## config.mk

```make
export PLATFORM = sky130hd
export DESIGN_NAME = stopwatch_control_flat
export DESIGN_NICKNAME = d
export VERILOG_FILES = /design/src/rtl/stopwatch_control_pkg.sv /design/src/rtl/stopwatch_control_if.sv /design/src/rtl/stopwatch_control_button_conditioner.sv /design/src/rtl/stopwatch_control.sv /design/src/flat_wrapper.sv
export SDC_FILE = /design/constraint.sdc
export NUM_CORES = 1
export LEC_CHECK = 0
export BUFFER_PORTS_ARGS = -buffer_cell sky130_fd_sc_hd__buf_2
export CAP_MARGIN = 15
export CORE_MARGIN = 2
export CORE_UTILIZATION = 60
export DETAILED_ROUTE_END_ITERATION = 6
export PLACE_DENSITY = 0.86
export SYNTH_ARGS = -nofsm -noshare
export SYNTH_HDL_FRONTEND = slang
export SYNTH_SLANG_ARGS = --single-unit
```

## constraint.sdc

```tcl
create_clock -name clk -period 3.58 [get_ports clk]
set_input_delay 0.358 -clock clk [delete_from_list [all_inputs] [get_ports clk]]
set_output_delay 0.358 -clock clk [all_outputs]
set_load 0.01 [all_outputs]
```

## src/rtl/stopwatch_control_pkg.sv

```systemverilog
// Shared definitions for the stopwatch control unit and its datapath.
// - Control-word field encodings.
// - Control-word field bit positions.
// - FSM state encoding.
// - A helper that packs four 2-bit fields into the 8-bit control word.
package stopwatch_control_pkg;

  typedef logic [1:0] cw_field_t;

  // Per-counter control encoding, shared with the datapath counters.
  localparam cw_field_t CW_HOLD = 2'b00;
  localparam cw_field_t CW_UP   = 2'b01;
  localparam cw_field_t CW_LOAD = 2'b10;  // never issued by this unit
  localparam cw_field_t CW_CLR  = 2'b11;

  // Field positions inside the 8-bit control word.
  localparam int CW_PRE_LSB    = 0;
  localparam int CW_TENTHS_LSB = 2;
  localparam int CW_UNITS_LSB  = 4;
  localparam int CW_TENS_LSB   = 6;

  typedef enum logic [2:0] {
    ST_CLR  = 3'd0,
    ST_IDLE = 3'd1,
    ST_RUN  = 3'd2,
    ST_STOP = 3'd3,
    ST_FULL = 3'd4
  } state_t;

  function automatic logic [7:0] pack_cw(cw_field_t pre, cw_field_t tenths,
                                         cw_field_t units, cw_field_t tens);
    logic [7:0] w;
    w = '0;
    w[CW_PRE_LSB    +: 2] = pre;
    w[CW_TENTHS_LSB +: 2] = tenths;
    w[CW_UNITS_LSB  +: 2] = units;
    w[CW_TENS_LSB   +: 2] = tens;
    return w;
  endfunction

endpackage

```

## src/rtl/stopwatch_control_if.sv

```systemverilog
// Control/status bundle between the stopwatch control unit and the
// BCD datapath.
// - master (control unit): drives cw, running, full.
//   Receives the datapath status bits tenth, tenthsNine, unitsNine, tensNine.
// - slave (datapath): the reverse directions.
interface stopwatch_control_if;
  logic       tenth;
  logic       tenthsNine;
  logic       unitsNine;
  logic       tensNine;
  logic [7:0] cw;
  logic       running;
  logic       full;

  modport master (
    input  tenth, tenthsNine, unitsNine, tensNine,
    output cw, running, full
  );

  modport slave (
    output tenth, tenthsNine, unitsNine, tensNine,
    input  cw, running, full
  );
endinterface

```

## src/rtl/stopwatch_control_button_conditioner.sv

```systemverilog
// Push-button conditioner: 2-flop synchronizer, debounce counter and
// rising-edge press pulse.
// Ports:
//   clk     system clock
//   rst_n   asynchronous active-low reset
//   i_btn   raw asynchronous active-high button
//   o_press one-cycle pulse on the debounced rising edge
// The debounced level follows the synchronized input only after the two
// have differed for DB_CNT consecutive cycles. A stable raw press gives the
// pulse DB_CNT+2 cycles later. Release gives no pulse.
module button_conditioner #(
  parameter int DB_CNT = 4,
  parameter int DB_W   = 20
) (
  input  logic clk,
  input  logic rst_n,
  input  logic i_btn,
  output logic o_press
);

  localparam logic [DB_W-1:0] CNT_LAST = DB_W'(DB_CNT - 1);

  logic            r_sync1;
  logic            r_sync2;
  logic            r_level;
  logic [DB_W-1:0] r_cnt;
  logic            r_press;
  logic            w_differ;
  logic            w_flip;

  assign w_differ = r_sync2 ^ r_level;
  assign w_flip   = w_differ && (r_cnt == CNT_LAST);

  // NOTE: sequential state uses non-blocking assignments so every flop
  // samples the pre-edge values; blocking here would collapse the
  // synchronizer chain into a single flop.
  always_ff @(posedge clk or negedge rst_n) begin
    if (!rst_n) begin
      r_sync1 <= 1'b0;
      r_sync2 <= 1'b0;
      r_level <= 1'b0;
      r_cnt   <= '0;
      r_press <= 1'b0;
    end else begin
      r_sync1 <= i_btn;
      r_sync2 <= r_sync1;
      r_press <= w_flip && !r_level;
      if (w_flip) begin
        r_level <= r_sync2;
        r_cnt   <= '0;
      end else if (w_differ) begin
        r_cnt   <= r_cnt + DB_W'(1);
      end else begin
        r_cnt   <= '0;  // any agreement restarts the stability window
      end
    end
  end

  assign o_press = r_press;

endmodule

```

## src/rtl/stopwatch_control.sv

```systemverilog
// Control unit for the 3-digit BCD stopwatch.
// - Conditions the start/stop and clear buttons.
// - Runs the CLR/IDLE/RUN/STOP/FULL state machine.
// - Issues the per-counter control word every cycle.
// Ports:
//   clk           system clock
//   reset         asynchronous active-low reset
//   btnStartStop  raw start/stop button (active-high)
//   btnClear      raw clear button (active-high)
//   dp            master side of the control/status bundle
// WRAP=0 saturates at 99.9 and enters FULL.
// WRAP=1 rolls over to 00.0 and keeps running.
module stopwatch_control
  import stopwatch_control_pkg::*;
#(
  parameter int DB_CNT = 4,
  parameter int DB_W   = 20,
  parameter int WRAP   = 0
) (
  input  logic                clk,
  input  logic                reset,
  input  logic                btnStartStop,
  input  logic                btnClear,
  stopwatch_control_if.master dp
);

  state_t     r_state;
  state_t     w_next;
  logic [7:0] w_cw;
  logic       w_ss_press;
  logic       w_clr_press;
  logic       w_c1;   // tenths digit rolls this cycle
  logic       w_c2;   // units digit rolls this cycle
  logic       w_tc;   // terminal count 99.9 reached

  button_conditioner #(.DB_CNT(DB_CNT), .DB_W(DB_W)) u_bc_ss (
    .clk     (clk),
    .rst_n   (reset),
    .i_btn   (btnStartStop),
    .o_press (w_ss_press)
  );

  button_conditioner #(.DB_CNT(DB_CNT), .DB_W(DB_W)) u_bc_clr (
    .clk     (clk),
    .rst_n   (reset),
    .i_btn   (btnClear),
    .o_press (w_clr_press)
  );

  assign w_c1 = dp.tenth & dp.tenthsNine;
  assign w_c2 = w_c1 & dp.unitsNine;
  assign w_tc = w_c2 & dp.tensNine;

  always_ff @(posedge clk or negedge reset) begin
    if (!reset) r_state <= ST_CLR;
    else        r_state <= w_next;
  end

  // NOTE: next state and control word get defaults before the case so that
  // every path assigns them and no latch is inferred.
  always_comb begin
    w_next = r_state;
    w_cw   = pack_cw(CW_HOLD, CW_HOLD, CW_HOLD, CW_HOLD);
    case (r_state)
      ST_CLR: begin
        w_cw   = pack_cw(CW_CLR, CW_CLR, CW_CLR, CW_CLR);
        w_next = ST_IDLE;
      end
      ST_IDLE: begin
        if (w_ss_press) w_next = ST_RUN;
      end
      ST_RUN: begin
        w_cw = pack_cw(dp.tenth ? CW_CLR : CW_UP,
                       dp.tenth ? (dp.tenthsNine ? CW_CLR : CW_UP) : CW_HOLD,
                       w_c1 ? (dp.unitsNine ? CW_CLR : CW_UP) : CW_HOLD,
                       (w_c2 && !dp.tensNine) ? CW_UP : CW_HOLD);
        if (w_tc) begin
          if (WRAP != 0) begin
            w_cw = pack_cw(CW_CLR, CW_CLR, CW_CLR, CW_CLR);
          end else begin
            // Digits freeze at 99.9. The prescaler steps once more so it
            // leaves its compare value and does not re-fire.
            w_cw = pack_cw(CW_UP, CW_HOLD, CW_HOLD, CW_HOLD);
          end
        end
        // Saturation outranks a coincident stop so the display never
        // sits in STOP at 99.9 with a stale prescaler.
        if (w_tc && (WRAP == 0)) w_next = ST_FULL;
        else if (w_ss_press)     w_next = ST_STOP;
      end
      ST_STOP: begin
        if (w_clr_press)     w_next = ST_CLR;
        else if (w_ss_press) w_next = ST_RUN;
      end
      ST_FULL: begin
        if (w_clr_press) w_next = ST_CLR;
      end
      default: begin
        w_next = ST_CLR;
      end
    endcase
  end

  assign dp.cw      = w_cw;
  assign dp.running = (r_state == ST_RUN);
  assign dp.full    = (r_state == ST_FULL);

endmodule

```

## src/flat_wrapper.sv

```systemverilog
// flat-port wrapper written by rule: the top's interface ports become plain ports
module stopwatch_control_flat import stopwatch_control_pkg::*;
#(
  parameter int DB_CNT = 4,
  parameter int DB_W   = 20,
  parameter int WRAP   = 0
)
  (clk, reset, btnStartStop, btnClear, dp_tenth, dp_tenthsNine, dp_unitsNine, dp_tensNine, dp_cw, dp_running, dp_full);
  stopwatch_control_if dp_i ();
  input  logic clk;
  input  logic reset;
  input  logic btnStartStop;
  input  logic btnClear;
  input wire logic [$bits(dp_i.tenth)-1:0] dp_tenth;
  input wire logic [$bits(dp_i.tenthsNine)-1:0] dp_tenthsNine;
  input wire logic [$bits(dp_i.unitsNine)-1:0] dp_unitsNine;
  input wire logic [$bits(dp_i.tensNine)-1:0] dp_tensNine;
  output wire logic [$bits(dp_i.cw)-1:0] dp_cw;
  output wire logic [$bits(dp_i.running)-1:0] dp_running;
  output wire logic [$bits(dp_i.full)-1:0] dp_full;
  assign dp_i.tenth = dp_tenth;
  assign dp_i.tenthsNine = dp_tenthsNine;
  assign dp_i.unitsNine = dp_unitsNine;
  assign dp_i.tensNine = dp_tensNine;
  assign dp_cw = dp_i.cw;
  assign dp_running = dp_i.running;
  assign dp_full = dp_i.full;
  stopwatch_control #(.DB_CNT(DB_CNT), .DB_W(DB_W), .WRAP(WRAP)) u_core (.clk(clk), .reset(reset), .btnStartStop(btnStartStop), .btnClear(btnClear), .dp(dp_i));
endmodule
```

==> metrics.txt <==
worst path required time=3770 ps; clk root buf=clkbuf_8; FF+latch count, synth=51; H-tree depth=2; Crit Path Max Fanout=11; largest stage delay on the critical path=460 ps; setup TNS=0 ps; deepest clock path buffer count=2; Netlist cell types=37; fin crit share=53.8%; largest net degree at the start of global routing=52; status=complete, no violations; Area Overhead vs Synth=11.1%; Routed Antenna Nets=0; Worst Tran Pin Value=535 ps; ys async rst share=100%; row cnt=23; antenna diode count=0; total grt overflow=0; minimum clock period=approximately 1900 ps; Max VDD drop=roughly 220 uV; Critical Path Sink Type=register; die width=between 60 and 70 um; first-pass GRT wire length=7380 um; CTS tree=yes; Worst-path clk slew=roughly 90 ps; layout cells sized above 1=11.5%; critical path class=register to register; Post-CTS Resized=0; mean post-synth cell area=slightly below 10 sq um; RSZ-0062 raised after global routing=no; final-stage net count=288; clk_skew=12.8 ps; Final setup viols=0; DRC viols=0; Post-Syn Area=2470 sq um; crit path cell chain=ha_1 > nor4b_1 > nand2_1 > o21ai_1 > buf_4 > nor2_1; Post-Syn Instances=257; MaxCap Viol Count=0; Worst Setup Start Kind=register; final core occ=69.2%; Max Clk Rate=0.519 GHz; Synth Flop Type=dfrtp_1; starting density of the core=62.3%; Top Ports=18; initial antenna violation count=0; GP Congestion=roughly 0.84; final hold viol count=0; Total Wirelength=4590 um; Yosys warnings=0; CP arrival=roughly 2100 ps; slowest CP cell=o21ai_1; Chip Height=68.2 um; placed wire-length estimate=3070 um; # port buffers=17; number of global-route vias before repair=1708; worst hold slack=158 ps; Slew headroom=64.1%; Skew-Pair Late Insertion Delay=around 300 ps; First-pass DRT Iterations=4; setup slack after layout=between 1500 and 2000 ps; Leak=1.15 nW; pre-CTS WS=roughly 1700 ps; EDFF count, synth=0; Pwr Density=roughly 500 nW/um^2; die area=4650 sq um; core area=3970 sq um; routed vias=a little under 2000; DR vias/cell=5.84; Num CTS Buffers=5; Routed WL per cell=14.0 um; Mapped Nets=267; Tightest Hold Check Type=primary input to register; CTS sink count=about 50; Max Slew Vio Count=0; post-synthesis sequential area ratio=51.6%; Detailed Route Iter0 Violations=133; gr usage total=21.3%
[repair_timing]
item / 4_1_cts / 5_1_grt
buffers inserted: 0 / 0
endpoints found under the hold margin: 0 / 8
setup endpoints to repair: 0 / 0
hold buffers: 0 / 1
[kinds of logic (layout without fill, tap and decap cells)]
kind of cell    count (synthesis)  count (layout)  share of synthesized area, %
compound gates                 28              28                          6.28
fa+ha+maj                       2               2                          1.01
buf+inv                        17              39                          2.99
mux                             2               2                         0.810
simple gates                  127             127                          26.7
xor+xnor                       30              30                          10.6
flops                          51              51                          51.6
[sequential cells by signal, summed over array words and instances, names as in the netlist]
| register | cells |
|---|---|
| u_core.u_bc_clr.r_cnt | 20 |
| u_core.u_bc_ss.r_cnt | 20 |
| u_core.r_state | 3 |
| u_core.u_bc_clr.o_press | 1 |
| u_core.u_bc_clr.r_level | 1 |
| u_core.u_bc_clr.r_sync1 | 1 |
| u_core.u_bc_clr.r_sync2 | 1 |
| u_core.u_bc_ss.o_press | 1 |
| u_core.u_bc_ss.r_level | 1 |
| u_core.u_bc_ss.r_sync1 | 1 |
| u_core.u_bc_ss.r_sync2 | 1 |
[final cells by class]
cell class,instances,area [sq um]
clock buffers,6,82.6
clock inverters,2,35.0
fillers,282,1220
inverters,10,37.5
multi-input cells,189,1120
flip-flops and latches,51,1280
well taps,50,62.6
repair buffers,21,130
[cells in the mapped netlist (10+ instances only)]
master,n,share of area [%]
a21oi_1,10,2.0
o21ai_0,10,2.0
nor2_1,42,6.4
dfrtp_1,51,52
nand2_1,12,1.8
xor2_1,10,3.5
inv_1,10,1.5
nor3_1,10,2.0
nand3_1,13,2.6
xnor2_1,20,7.1
nor4_1,15,3.8
nand4_1,12,3.0
[per-stage QoR]
step | instances | area (sq um) | total power [mW]
6_report | 329 | 2750 | 1.38
5_1_grt | 329 | 2750 | 1.46
4_1_cts | 327 | 2720 | 1.39
3_5_place_dp | 319 | 2600 | 0.981
3_3_place_gp | 319 | 2600 | 0.971
2_1_floorplan | 257 | 2470 | 0.889
[critical path: cells and delay by family (launching register included)]
| family | cells | cell delay (ps) |
|---|---|---|
| AOI/OAI and AO/OA | 1 | 460 |
| adders and majority gates | 1 | 220 |
| buffers and inverters | 1 | 280 |
| DFF | 1 | 410 |
| and+or+nand+nor | 3 | 440 |
[power breakdown]
group | total [mW] | leakage [nW] | switching [mW] | internal, mW
combinational | 0.285 | 0.400 | 0.181 | 0.104
sequential | 0.691 | 0.689 | 0.0646 | 0.626
clock | 0.403 | 0.0612 | 0.177 | 0.226
total | 1.38 | 1.15 | 0.422 | 0.956
[path summary, 6_finish.rpt]
path,startpoint,end,slack (ps),depth (start not counted)
worst max-delay path,u_core.u_bc_ss.r_cnt[0],u_core.u_bc_ss.r_cnt[12],1650,6
worst min-delay path,btnStartStop,u_core.u_bc_ss.r_sync1,160,1
worst max register to register,u_core.u_bc_ss.r_cnt[0],u_core.u_bc_ss.r_cnt[12],1650,6
worst min register to register,u_core.u_bc_ss.r_sync1,u_core.u_bc_ss.r_sync2,360,0
max in group asynchronous,reset,u_core.u_bc_clr.r_cnt[10],2660,3
min in group asynchronous,reset,u_core.u_bc_clr.r_cnt[4],430,2
[cells in the final DEF (no fill, tap or decap), drive strengths merged, types with 2 or more instances in the layout]
| cell type | count |
|---|---|
| dfrtp | 51 |
| nor2 | 42 |
| xnor2 | 20 |
| buf | 20 |
| nor4 | 15 |
| nand3 | 14 |
| nand4 | 13 |
| nand2 | 12 |
| o21ai | 12 |
| inv | 10 |
| a21oi | 10 |
| nor3 | 10 |
| xor2 | 10 |
| or3 | 7 |
| clkbuf | 6 |
| mux2i | 2 |
| and4 | 2 |
| and3 | 2 |
| nand2b | 2 |
| a21boi | 2 |
| ha | 2 |
| or4 | 2 |
[routing by layer]
metal,vias up,global-route usage (%),part of all wire [%]
li1,944,-,-
met1,919,27.6,47
met2,53,35.1,47
met3,5,5.26,5.9
met4,0,7.00,0.89
met5,-,0,0
Note: power is estimated with default switching activity, not from simulation.
